$ cat src/rtl/tiny_dnn_seq.sv
// tiny_dnn_seq: loop sequencer walking output neurons and their input terms for the MAC datapath.
// Optional macro TINY_DNN_SEQ_CONV_EN switches the source addressing to a convolution window walk.
module tiny_dnn_seq #(
    parameter int AW    = 12,
    parameter int WAW   = 16,
    parameter int DRAIN = 5
) (
    input  logic           clk,
    input  logic           rst_n,
    input  logic           run,
    input  logic           src_bank,
    input  logic           dst_bank,
    input  logic           acc_en,
    input  logic [AW:0]    ss,
    input  logic [AW:0]    ds,
    input  logic [AW-1:0]  src_base,
    input  logic [3:0]     kw,
    input  logic [3:0]     kh,
    input  logic [AW-1:0]  iw,
    output logic           busy,
    output logic           done,
    output logic           exec,
    output logic [AW:0]    ia,
    output logic           init,
    output logic [WAW-1:0] wa,
    output logic           outr,
    output logic           accr,
    output logic [AW:0]    oa
);
    typedef enum logic [1:0] {
        S_IDLE  = 2'd0,
        S_RUN   = 2'd1,
        S_DRAIN = 2'd2,
        S_FIN   = 2'd3
    } state_t;

    state_t         state_r, state_n;
    logic           cfg_src_bank_r, cfg_dst_bank_r, cfg_acc_en_r;
    logic [AW:0]    cfg_ds_r;
    logic [AW-1:0]  cfg_src_base_r;
    logic           idle_s, src_bank_s, dst_bank_s, acc_en_s;
    logic [AW:0]    ds_s;
    logic [AW-1:0]  src_base_s;
    logic [AW-1:0]  o_r, o_n, addr_n;
    logic [7:0]     dcnt_r, dcnt_n;
    logic           empty_s, term_last_s, out_last_s, first_n, last_n;
    logic           busy_n, done_n, exec_n, init_n, outr_n, accr_n;
    logic [AW:0]    ia_n, oa_n;
    logic [WAW-1:0] wa_n;

    // Config is transparent while idle so the accepting cycle already uses the new values
    assign idle_s     = (state_r == S_IDLE);
    assign src_bank_s = idle_s ? src_bank : cfg_src_bank_r;
    assign dst_bank_s = idle_s ? dst_bank : cfg_dst_bank_r;
    assign acc_en_s   = idle_s ? acc_en   : cfg_acc_en_r;
    assign ds_s       = idle_s ? ds       : cfg_ds_r;
    assign src_base_s = idle_s ? src_base : cfg_src_base_r;
    assign out_last_s = ({1'b0, o_r} == ds_s - (AW+1)'(1));

    // Common config capture, frozen once a run is accepted
    always_ff @(posedge clk or negedge rst_n) begin
        if (!rst_n) begin
            cfg_src_bank_r <= 1'b0;
            cfg_dst_bank_r <= 1'b0;
            cfg_acc_en_r   <= 1'b0;
            cfg_ds_r       <= (AW+1)'(0);
            cfg_src_base_r <= AW'(0);
        end else if (idle_s) begin
            cfg_src_bank_r <= src_bank;
            cfg_dst_bank_r <= dst_bank;
            cfg_acc_en_r   <= acc_en;
            cfg_ds_r       <= ds;
            cfg_src_base_r <= src_base;
        end
    end

`ifdef TINY_DNN_SEQ_CONV_EN
    logic [3:0]    cfg_kw_r, cfg_kh_r, kw_s, kh_s, kx_r, kx_n, ky_r, ky_n;
    logic [AW-1:0] cfg_iw_r, iw_s, ox_r, ox_n, base_r, base_n, row_r, row_n;
    logic          unused_cfg_s;

    assign unused_cfg_s = ^ss;
    assign kw_s         = idle_s ? kw : cfg_kw_r;
    assign kh_s         = idle_s ? kh : cfg_kh_r;
    assign iw_s         = idle_s ? iw : cfg_iw_r;
    assign empty_s      = (kw_s == 4'd0) || (kh_s == 4'd0) || (ds_s == (AW+1)'(0));
    assign term_last_s  = (kx_r == kw_s - 4'd1) && (ky_r == kh_s - 4'd1);

    // Window walk: base tracks the output corner, row tracks the current kernel row start
    always_comb begin
        kx_n = kx_r; ky_n = ky_r; ox_n = ox_r; o_n = o_r; base_n = base_r; row_n = row_r;
        if (idle_s) begin
            kx_n = 4'd0; ky_n = 4'd0; ox_n = AW'(0); o_n = AW'(0);
            base_n = src_base_s; row_n = src_base_s;
        end else if (state_r == S_RUN) begin
            if (term_last_s) begin
                kx_n = 4'd0; ky_n = 4'd0; o_n = o_r + AW'(1);
                if (ox_r == iw_s - AW'(kw_s)) begin
                    ox_n = AW'(0); base_n = base_r + AW'(kw_s);
                end else begin
                    ox_n = ox_r + AW'(1); base_n = base_r + AW'(1);
                end
                row_n = base_n;
            end else if (kx_r == kw_s - 4'd1) begin
                kx_n = 4'd0; ky_n = ky_r + 4'd1; row_n = row_r + iw_s;
            end else begin
                kx_n = kx_r + 4'd1;
            end
        end else begin
            kx_n = kx_r;
        end
    end

    assign addr_n  = row_n + AW'(kx_n);
    assign first_n = (kx_n == 4'd0) && (ky_n == 4'd0);
    assign last_n  = (kx_n == kw_s - 4'd1) && (ky_n == kh_s - 4'd1);

    // Window counters and kernel config
    always_ff @(posedge clk or negedge rst_n) begin
        if (!rst_n) begin
            cfg_kw_r <= 4'd0; cfg_kh_r <= 4'd0; cfg_iw_r <= AW'(0);
            kx_r <= 4'd0; ky_r <= 4'd0; ox_r <= AW'(0); base_r <= AW'(0); row_r <= AW'(0);
        end else begin
            if (idle_s) begin
                cfg_kw_r <= kw; cfg_kh_r <= kh; cfg_iw_r <= iw;
            end
            kx_r <= kx_n; ky_r <= ky_n; ox_r <= ox_n; base_r <= base_n; row_r <= row_n;
        end
    end
`else
    logic [AW:0]   cfg_ss_r, ss_s;
    logic [AW-1:0] i_r, i_n;
    logic          unused_cfg_s;

    assign unused_cfg_s = ^{kw, kh, iw};
    assign ss_s         = idle_s ? ss : cfg_ss_r;
    assign empty_s      = (ss_s == (AW+1)'(0)) || (ds_s == (AW+1)'(0));
    assign term_last_s  = ({1'b0, i_r} == ss_s - (AW+1)'(1));

    // Linear term/output counters
    always_comb begin
        i_n = i_r; o_n = o_r;
        if (idle_s) begin
            i_n = AW'(0); o_n = AW'(0);
        end else if (state_r == S_RUN) begin
            if (term_last_s) begin
                i_n = AW'(0); o_n = o_r + AW'(1);
            end else begin
                i_n = i_r + AW'(1);
            end
        end else begin
            i_n = i_r;
        end
    end

    assign addr_n  = src_base_s + i_n;
    assign first_n = (i_n == AW'(0));
    assign last_n  = ({1'b0, i_n} == ss_s - (AW+1)'(1));

    // Term counter and term-count config
    always_ff @(posedge clk or negedge rst_n) begin
        if (!rst_n) begin
            cfg_ss_r <= (AW+1)'(0);
            i_r      <= AW'(0);
        end else begin
            if (idle_s) begin
                cfg_ss_r <= ss;
            end
            i_r <= i_n;
        end
    end
`endif

    // State, output counter and drain counter registers
    always_ff @(posedge clk or negedge rst_n) begin
        if (!rst_n) begin
            state_r <= S_IDLE;
            o_r     <= AW'(0);
            dcnt_r  <= 8'd0;
        end else begin
            state_r <= state_n;
            o_r     <= o_n;
            dcnt_r  <= dcnt_n;
        end
    end

    // Next-state logic
    always_comb begin
        state_n = state_r;
        dcnt_n  = 8'd0;
        case (state_r)
            S_IDLE: begin
                if (run) state_n = empty_s ? S_FIN : S_RUN;
                else     state_n = S_IDLE;
            end
            S_RUN: begin
                if (term_last_s && out_last_s) state_n = (DRAIN == 0) ? S_FIN : S_DRAIN;
                else                           state_n = S_RUN;
            end
            S_DRAIN: begin
                if (dcnt_r == 8'(DRAIN - 1)) state_n = S_FIN;
                else                         dcnt_n  = dcnt_r + 8'd1;
            end
            S_FIN:   state_n = S_IDLE;
            default: state_n = S_IDLE;
        endcase
    end

    // Next values of the registered outputs, describing the cycle that state_n will own
    always_comb begin
        busy_n = (state_n == S_RUN) || (state_n == S_DRAIN);
        done_n = (state_n == S_FIN);
        exec_n = (state_n == S_RUN);
        init_n = exec_n && first_n;
        outr_n = exec_n && last_n;
        accr_n = outr_n && acc_en_s;
        if (exec_n) ia_n = {src_bank_s, addr_n};
        else        ia_n = ia;
        if (outr_n) oa_n = {dst_bank_s, o_n};
        else        oa_n = oa;
        if (idle_s)      wa_n = WAW'(0);
        else if (exec_n) wa_n = wa + WAW'(1);
        else             wa_n = wa;
    end

    // Output registers
    always_ff @(posedge clk or negedge rst_n) begin
        if (!rst_n) begin
            busy <= 1'b0; done <= 1'b0; exec <= 1'b0; init <= 1'b0; outr <= 1'b0; accr <= 1'b0;
            ia   <= (AW+1)'(0); oa <= (AW+1)'(0); wa <= WAW'(0);
        end else begin
            busy <= busy_n; done <= done_n; exec <= exec_n; init <= init_n; outr <= outr_n; accr <= accr_n;
            ia   <= ia_n; oa <= oa_n; wa <= wa_n;
        end
    end
endmodule
$ cat config.mk
export PLATFORM = sky130hd
export DESIGN_NAME = tiny_dnn_seq
export DESIGN_NICKNAME = d
export VERILOG_FILES = /design/src/rtl/tiny_dnn_seq.sv
export SDC_FILE = /design/constraint.sdc
export NUM_CORES = 1
export LEC_CHECK = 0
export ABC_AREA = 1
export CAP_MARGIN = 20
export CELL_PAD_IN_SITES_DETAIL_PLACEMENT = 0
export CELL_PAD_IN_SITES_GLOBAL_PLACEMENT = 1
export CORE_MARGIN = 1
export CORE_UTILIZATION = 35
export CTS_CLUSTER_SIZE = 16
export DETAILED_ROUTE_END_ITERATION = 10
export PLACE_DENSITY_LB_ADDON = 0.1
export SLEW_MARGIN = 20
export SYNTH_ARGS = -nofsm -noshare
export SYNTH_HDL_FRONTEND = slang
export SYNTH_SLANG_ARGS = --single-unit
$ cat constraint.sdc
create_clock -name clk -period 6.15 [get_ports clk]
set_input_delay 1.5375 -clock clk [delete_from_list [all_inputs] [get_ports clk]]
set_output_delay 1.5375 -clock clk [all_outputs]
set_load 0.03 [all_outputs]
==> flow_summary.yaml <==
floorplan:
  start_util_pct: 35.89
  die_w_um: 146.3
  die_h_um: 146.3
  die_area_um2: 21400
  core_um2: 20300
  num_rows: 52
  ios: 112
cts:
  cts_tree: "yes"
  htree_levels: 4
  cts_buffers: 17
  cts.sinks: 123
  clock_latency_ns: 0.43
  clockBufferDepth: 2
  hold_buffers: 0
  root_buffer: "clkbuf_16"
  clkTransAtPathRegs_ns: 0.06
power:
  swShare_pct: 38.41
  seq_power_share_pct: 31.6
  power_mw: 3.436
  p_comb_share_pct: 37.8
  p_sw_mw: 1.320
  p_int_mw: 2.116
  p_leak_nw: 4.456
  powerDensity_nw_per_um2: 373.6
  vdd_drop_max_v: 0.0002016
  clock_power_share_pct: 30.6
critical_path:
  crit_type: "input pin to flip-flop"
  crit_path_end_kind: "flip-flop"
  r2r_cells: 28
  slowest_stage: "clkdlybuf4s50_1"
  startpoint_type: "input pin"
  r2r_setup_slack_ns: 1.41
  critPathArrivalTime_ns: 5.84
  path_max_fanout: 3
  crit_path_max_incr_delay_ns: 0.48
  cp.required_ns: 6.45
  worstReg2RegEnd: "wa[15]"
  path_common_cell: "nor2_1"
  rr_startpoint: "state_r[1]"
routing:
  drtIter0Drc: 324
  dr.pass1.iters: 4
  num_vias: 6237
  totalWireLength_um: 18890
  drc: 0
  drtAntennaViolNets: 0
  post_drt_via_cell_ratio: 4.549
  wl_per_cell_um: 13.78
cells_and_area:
  post-route-util_pct: 45.31
  antenna_cells: 0
  fin_area_um2: 9198
  num-fill-cells: 2115
  area_delta_synth_final_pct: 26.24
  final_nets: 1174
  drive_gt1_share_pct: 10.63
place:
  port_buffers: 91
  placed_cell_area_um2: 8564
  place_congestion: 0.8238
  dpl.hpwl_um: 13830
outcome:
  status: "finished clean"
min_path:
  worstHoldStart: "dcnt_r[0]"
  hold_end: "dcnt_r[0]"
  hp-class: "flip-flop to flip-flop"
  min_path_cells: 1
sta:
  hold_viol_final: 0
  fmax_mhz: 180.3
  max_slew_margin_pct: 55.66
  final.setup.tns_ns: 0
  finalCriticalPeriod_ns: 5.545
  worstMarginPinSlew_ns: 0.6643
  setup_viol: 0
  post-route-period-util_pct: 90.16
  maxSlewViolCount: 0
  finalClockSkew_ns: 0.01500
  rsz0062_at_grt: "no"
global_routing:
  antenna_found_initial: 0
  grt_pass1_vias: 6038
  grt_max_degree: 45
  grt_usage_pct: 18.80
  overflow: 0
  grt_pass1_wl_um: 31710
synthesis:
  synth_area_um2: 7286
  syn_avg_cell_area_um2: 7.450
  synthCells: 978
  synth-seq-area-share_pct: 42.25
  syn_nets: 1064
  synth_seq_cells: 123
  ys_warn_count: 0
  yosys.cell_types.count: 41
run:
  cap_violations: 0
## synth_stat cells
library cell  count  area [µm²]
nand2_1         284        1066
inv_1           133       499.2
dfrtp_1         123        3078
nor2_1           82       307.8
nand3_1          68       340.3
o21ai_0          53       265.3
a21oi_1          36       180.2
xor2_1           26       227.7
ha_1             21       262.8
nor3_1           18       90.09
or2_2            16       100.1
nand2_2          14       87.58
nand4_1          13       81.33
clkbuf_1         11       41.29
nor2_4            9       101.4
nor4_1            6       37.54
xnor2_1           6       52.55
buf_6             5       56.30
nand2_4           5       56.30
nor2_2            5       31.28
o21ai_1           5       25.02
inv_2             4       15.01
a211oi_1          3       22.52
and3_1            3       18.77
nor3b_1           3       22.52
o21ai_2           3       26.28
o31ai_1           3       22.52
a31oi_1           2       12.51
and2_1            2       12.51
buf_1             2       7.510
buf_4             2       15.01
nand3_2           2       20.02
o211ai_1          2       15.01
a21o_1            1       7.510
a22o_1            1       8.760
buf_2             1       5.000
fa_1              1       20.02
nand3b_1          1       7.510
nand4_4           1       21.27
nor3_2            1       10.01
o21bai_1          1       7.510
## how the worst max path moves through the flow
stage / start / endpoint / slack, ns / cells after the start
after global routing: ss[0] / ia[10] / 0.03 / 31
after detailed placement: ss[0] / ia[10] / 0.02 / 32
after floorplan: ds[0] / wa[15] / 0.99 / 25
after CTS: ss[0] / ia[10] / 0.45 / 32
after global placement: ss[0] / ia[10] / 0.12 / 32
final: ss[0] / ia[10] / 0.60 / 31
## cell usage in the layout, fill, tap and decap left out, types with 11 or more instances in the layout
master | netlist | final
nand2_1 | 284 | 284
inv_1 | 133 | 133
dfrtp_1 | 123 | 123
clkdlybuf4s50_1 | 0 | 90
nor2_1 | 82 | 82
nand3_1 | 68 | 67
o21ai_0 | 53 | 53
a21oi_1 | 36 | 35
xor2_1 | 26 | 26
buf_4 | 2 | 22
ha_1 | 21 | 20
nor3_1 | 18 | 18
clkbuf_16 | 0 | 17
or2_2 | 16 | 16
nand2_2 | 14 | 14
nand4_1 | 13 | 13
nor2_4 | 9 | 11
## kinds of logic after synthesis
logic type / count (synthesis) / synth area share, %
DFF: 123 / 42.25
buffers and inverters: 158 / 8.775
adders and majority gates: 22 / 3.881
xor gates and xnor gates: 32 / 3.847
and+or+nand+nor: 533 / 33.11
AOI/OAI and AO/OA: 110 / 8.140
## worst max-delay path, delay by kind of cell
kind | cells | cell delay, ns
compound gates | 7 | 0.85
xor+xnor | 2 | 0.32
fa+ha+maj | 3 | 1.02
buf+inv | 3 | 0.60
simple gates | 16 | 1.50
## registers in the layout (all words and copies together), names as in the netlist
signal	flops
cfg_src_bank_r	1
wa	16
exec	1
init	1
cfg_dst_bank_r	1
i_r	12
accr	1
done	1
state_r	2
o_r	12
cfg_acc_en_r	1
ia	13
cfg_ds_r	13
cfg_src_base_r	12
outr	1
oa	13
busy	1
dcnt_r	8
cfg_ss_r	13
## per-stage QoR
stage	setup slack, ns	hold slack, ns	std cells
final	0.6049	0.4555	1371
after detailed placement	0.02296	0.4515	1339
after global routing	0.03319	0.4864	1371
after global placement	0.1162	0.4498	1339
after CTS	0.4457	0.4599	1371
after floorplan	0.9853	0.4293	978
## power by group through the flow
stage	Sequential, mW	Combinational (mW)	Clock (mW)
after floorplan	1.20	0.773	0
after global placement	1.10	1.29	0
after detailed placement	1.10	1.29	0
after CTS	1.09	1.30	1.08
after global routing	1.11	1.48	1.12
final	1.09	1.30	1.05
## final cells by class
cell class	instances	area, µm²	area share [%]
inverters	137	514.2	5.591
repair buffers	112	1066	11.59
well taps	270	337.8	3.673
clock inverters	15	186.4	2.027
multi-input cells	697	3590	39.03
flip-flops and latches	123	3078	33.46
clock buffers	17	425.4	4.625
## routing by layer
layer | GRT usage, % | routed length (µm) | up-vias
li1 | - | - | 3321
met5 | 0 | 0 | -
met2 | 26.26 | 7504 | 102
met1 | 29.09 | 10510 | 2799
met4 | 5.469 | 193 | 0
met3 | 3.406 | 679 | 15
## repair_timing
action,4_1_cts,5_1_grt
gates resized for setup,0,5
setup buffers,0,0
endpoints found under the setup margin,0,3
(Power assumes the default switching activity.)
